`config.mk`:
```
export PLATFORM = sky130hd
export DESIGN_NAME = pc_fetch_unit
export DESIGN_NICKNAME = d
export VERILOG_FILES = /design/src/rtl/pc_fetch_unit.sv
export SDC_FILE = /design/constraint.sdc
export NUM_CORES = 1
export LEC_CHECK = 0
export CAP_MARGIN = 20
export CORE_AREA = 2 2 152 154
export CTS_CLUSTER_DIAMETER = 100
export DETAILED_ROUTE_END_ITERATION = 10
export DIE_AREA = 0 0 154 156
export HOLD_SLACK_MARGIN = 0.08
export PLACE_DENSITY = 0.82
export RECOVER_POWER = 50
export SYNTH_ARGS = -nofsm -noshare
export SYNTH_HDL_FRONTEND = slang
export SYNTH_SLANG_ARGS = --single-unit
```
`constraint.sdc`:
```
create_clock -name clk -period 8.35 [get_ports clk]
set_input_delay 1.67 -clock clk [delete_from_list [all_inputs] [get_ports clk]]
set_output_delay 1.67 -clock clk [all_outputs]
set_load 0.01 [all_outputs]
```
`src/rtl/pc_fetch_unit.sv`:
```
// Program-counter register and instruction-fetch sequencer.
// Holds the PC, issues one fetch at a time to instruction memory, registers
// the returned word for decode and loads either PC+4 or a redirect target.
// A redirect that arrives while a fetch is outstanding is parked until the
// memory acknowledges, so the fetch address never changes mid-request.
module pc_fetch_unit #(
    parameter int               WIDTH    = 64,
    parameter logic [WIDTH-1:0] RESET_PC = '0
) (
    input  logic             clk,
    input  logic             reset_n,
    output logic [WIDTH-1:0] pc,
    input  logic [WIDTH-1:0] pc_plus4,
    input  logic             redirect,
    input  logic [WIDTH-1:0] redirect_target,
    output logic             imem_req,
    output logic [WIDTH-1:0] imem_addr,
    input  logic             imem_ack,
    input  logic [31:0]      imem_rdata,
    output logic             instr_valid,
    input  logic             instr_ready,
    output logic [31:0]      instr,
    output logic [WIDTH-1:0] instr_pc,
    output logic             fault
);

    localparam logic [1:0] IDLE    = 2'd0;
    localparam logic [1:0] FETCH   = 2'd1;
    localparam logic [1:0] DELIVER = 2'd2;
    localparam logic [1:0] FAULT   = 2'd3;

    logic [1:0]       state;
    logic [1:0]       state_nxt;
    logic [WIDTH-1:0] pc_nxt;
    logic             squash;
    logic             squash_nxt;
    logic [WIDTH-1:0] squash_target;
    logic [WIDTH-1:0] target_nxt;
    logic             capture;
    logic             fault_nxt;
    logic             load_req;
    logic [WIDTH-1:0] load_val;

    // The fetch address is the PC itself; no separate address register.
    assign imem_addr = pc;

    // Next-state, next-PC and squash bookkeeping; every PC load goes through
    // one alignment check so a misaligned target can never reach the PC.
    always_comb begin
        state_nxt  = state;
        pc_nxt     = pc;
        squash_nxt = squash;
        target_nxt = squash_target;
        capture    = 1'b0;
        fault_nxt  = fault;
        load_req   = 1'b0;
        load_val   = '0;

        case (state)
            IDLE: begin
                // A late ack from before reset is ignored here.
                state_nxt = FETCH;
            end
            FETCH: begin
                if (imem_ack) begin
                    if (redirect) begin
                        load_req = 1'b1;
                        load_val = redirect_target;
                    end else if (squash) begin
                        load_req = 1'b1;
                        load_val = squash_target;
                    end else begin
                        capture   = 1'b1;
                        state_nxt = DELIVER;
                    end
                end else if (redirect) begin
                    // Request still outstanding: park the newest target.
                    squash_nxt = 1'b1;
                    target_nxt = redirect_target;
                end
            end
            DELIVER: begin
                if (redirect) begin
                    load_req = 1'b1;
                    load_val = redirect_target;
                end else if (instr_ready) begin
                    load_req = 1'b1;
                    load_val = pc_plus4;
                end
            end
            FAULT: begin
                state_nxt = FAULT;
            end
            default: begin
                state_nxt = IDLE;
            end
        endcase

        if (load_req) begin
            squash_nxt = 1'b0;
            if (load_val[1:0] != 2'b00) begin
                state_nxt = FAULT;
                fault_nxt = 1'b1;
            end else begin
                pc_nxt    = load_val;
                state_nxt = FETCH;
            end
        end
    end

    // Control and output registers; the request and valid flags are derived
    // from the state being entered so they line up with it.
    always_ff @(posedge clk or negedge reset_n) begin
        if (!reset_n) begin
            state       <= IDLE;
            pc          <= RESET_PC;
            imem_req    <= 1'b0;
            instr_valid <= 1'b0;
            instr       <= '0;
            instr_pc    <= '0;
            fault       <= 1'b0;
            squash      <= 1'b0;
        end else begin
            state       <= state_nxt;
            pc          <= pc_nxt;
            imem_req    <= (state_nxt == FETCH);
            instr_valid <= (state_nxt == DELIVER);
            fault       <= fault_nxt;
            squash      <= squash_nxt;
            if (capture) begin
                instr    <= imem_rdata;
                instr_pc <= pc;
            end
        end
    end

    // Parked redirect target; only meaningful while squash is set.
    always_ff @(posedge clk) begin
        squash_target <= target_nxt;
    end

endmodule

```
==> impl_results.md <==
- Longest Clk Path Bufs: 3
- Syn Area/Cell: 13.9 um2
- Async S/R FF share, synth: 0.722
- HPWL after detailed placement: 18900 um
- Pin count of the biggest net entering global routing: 93
- CTS tree: yes
- Pre-CTS setup slack: roughly 4 ns
- CP Data Required Time: 8.75 ns
- Max Clock Freq: 216 MHz
- CTS Sinks: 230
- Post-synth EDFFs: 64
- Biggest area consumer among synthesized cells: dfrtp_1
- Final wirelength: 27800 um
- Vias per std cell: 5.23
- DP Cell Count: 1297
- Setup TNS: 0 ns
- Max Cap Viol: 2
- Outcome: finished with violations
- Worst-skew pair later-pin latency: between 0.5 and 0.6 ns
- Lkg Pwr: 6.07 nW
- Hold Crit Depth: 1
- Vias in the first global route: 7143
- Share of cells above drive strength 1: 0.204
- Largest stage delay, worst path: approximately 1.3 ns
- WP buf/inv: 2
- Die Height: 156 um
- Count of pins over their slew limit: between 50 and 60
- # hold bufs at CTS: 0
- Crit. End Element: flip-flop
- Initial antenna violation count: 4
- Post-route DRC: 0
- Fin area: approximately 15000 um2
- Crit-path cells: dlygate4sd3_1, and4bb_1, buf_4, mux2_2
- Critical path launch point type: primary input
- Setup ws final: 3.72 ns
- Layout area overhead: 45.5%
- Root Buffer: clkbuf_16
- Die ar.: 24000 um2
- Non-filler cells, final: 1349
- Starting density of the core: 0.449
- Final setup viols: 0
- Grt total ovfl: 0
- Flop2flop setup slack: between 4 and 5 ns
- Delay-heaviest family, CP: buffers and inverters
- Vias: approximately 7.0k
- CP Class: in2reg
- GRT Util Overall: 0.223
- Clk pin slew, worst setup/hold paths: 0.06 ns
- RD Place Congestion: around 0.76
- Peak VDD IR: roughly 0.19 mV
- First-pass GRT wire length: 42100 um
- Die W: 154 um
- Setup Buffers After CTS: 0
- Min-Delay Path Class: reg2reg
- RR Endpoint: instr[2]$_DFFE_PN0P_
- Post-route minimum period: 4.63 ns
- RSZ-0062 raised after global routing: no
- Worst hold start: instr_pc[45]$_DFFE_PN0P_
- Post-CTS Resized: 0
- Synthesized area: 10000 um2
- Critical-path maximum fanout: 63
- FF-to-FF Start: state[1]$_DFF_PN0_
- Least-Margin Pin Slew: 1.68 ns
- Failing checks: max-capacitance violations, max-slew violations
- PD cells: 332 nW/um2
- I/O pin total: 392
- Area contributors post-synth: dfrtp_1, edfxtp_1, mux2_2, buf_4, a22oi_1
- Synth top area share: 0.414
- Antenna-violating nets left: 0
- Initial DRT Pass Iterations: 4
- Routed len/inst: 20.6 um
- Initial DRC count: 335
- Yosys reg bits: 230
- Hold Crit Endpoint: instr_pc[45]$_DFFE_PN0P_
- Nets: about 1.2k
- Synth cell types: 36
- IO buf count: 391
- Filler cell count: 1683
- Slowest-stage cell, CP: and4bb_1
- Final hold vios: 0
- H-tree depth: 1
- Worst Path Arrival: between 5 and 6 ns
- Syn_nets: 890
- Final Cycle Share: 0.555
- Relative slew slack: -0.126
- Final worst clock skew: roughly 0.0067 ns
- Post-synth top flop: dfrtp_1
- Seq/Total Area, Yosys: 0.605
- Worst r2r path cells: 5
- Cell count after synthesis: just over 700
- Placement Cell Area: 13700 um2
- Number of buffers created by CTS: 26
- Yosys warns: 0
- Rows: 55
- Core area: 22400 um2
## layer usage
layer,vias up,global-route usage,share of wire
met5,-,0,0.00047
li1,3201,-,-
met2,267,0.392,0.52
met1,3527,0.283,0.40
met3,52,0.0406,0.055
met4,2,0.0672,0.028
## worst reg2reg max path, stage by stage, from the launching register on
cell	delay [ns]
dfrtp_1	0.43
inv_1	0.08
ha_1	0.28
and4bb_1	1.34
buf_4	0.84
mux2_2	0.51
## cells in the final DEF, fill, tap and decap left out, types with 5 or more instances in the layout
cell and n:
dfrtp_1 166, buf_4 8, clkbuf_16 29, mux2_2 152
a21oi_1 65, dlygate4sd3_1 145, nor2b_1 61, clkdlybuf4s50_1 244
a22oi_1 61, clkbuf_1 6, edfxtp_1 64, clkbuf_8 5
mux2_4 6
## state kept, by name, indices dropped and copies added, names as in the netlist
register       cells
imem_addr         64
instr_valid        1
state              2
instr             32
fault              1
imem_req           1
instr_pc          64
squash_target     64
squash             1
## cells by family after synthesis
group / share of synthesized area
flip-flops: 0.605
multiplexers: 0.179
AO/OA/AOI/OAI: 0.0906
buffers and inverters: 0.0719
AND/OR/NAND/NOR: 0.0479
adder cells (fa/ha/maj): 0.00499
## area by class of cell
type	instances	area [um2]	area share
Clock inverter	8	87.6	0.00600
Inverter	4	15.0	0.00103
Antenna cell	3	7.51	0.000514
Sequential cell	230	6080	0.416
Timing Repair Buffer	400	4000	0.274
Tap cell	285	357	0.0244
Multi-Input combinational cell	379	3250	0.222
Clock buffer	40	817	0.0559
## metrics by stage
stage / power (W) / util / hold slack (ns)
after global placement: 0.00372 / 0.612 / 0.488
after detailed placement: 0.00376 / 0.612 / 0.494
final: 0.00485 / 0.653 / 0.497
after floorplan: 0.00277 / - / 0.512
after global routing: 0.00509 / 0.653 / 0.516
after CTS: 0.00497 / 0.652 / 0.507
## worst max path at each step
stage          depth (start not counted)  startpoint                    endpoint
6_report                               4    imem_ack        instr[2]$_DFFE_PN0P_
3_5_place_dp                           7    redirect   imem_addr[43]$_DFFE_PN0P_
2_1_floorplan                          3    redirect  squash_target[0]$_DFFE_PP_
4_1_cts                                7    redirect    imem_addr[7]$_DFFE_PN0P_
3_3_place_gp                           7    redirect   imem_addr[21]$_DFFE_PN0P_
5_1_grt                                6    imem_ack       instr_valid$_DFF_PN0_
## report_power, final
part,total [W],switching (W),leakage [nW],internal [W]
clock,0.00118,0.000444,0.447,0.000732
combinational,0.00190,0.000780,2.87,0.00112
sequential,0.00177,0.000267,2.74,0.00150
total,0.00485,0.00149,6.07,0.00336
## cells in the mapped netlist (2+ instances only)
cell / n
mux2_4: 6
dfrtp_1: 166
and2_1: 4
a22oi_1: 61
o211ai_1: 2
ha_1: 4
nor2b_1: 61
a21oi_1: 64
buf_4: 64
mux2_2: 152
buf_6: 6
inv_1: 4
o21ai_0: 2
clkbuf_1: 25
buf_2: 13
edfxtp_1: 64
nor2_1: 4
No activity file was read; power rests on OpenSTA's default activity.
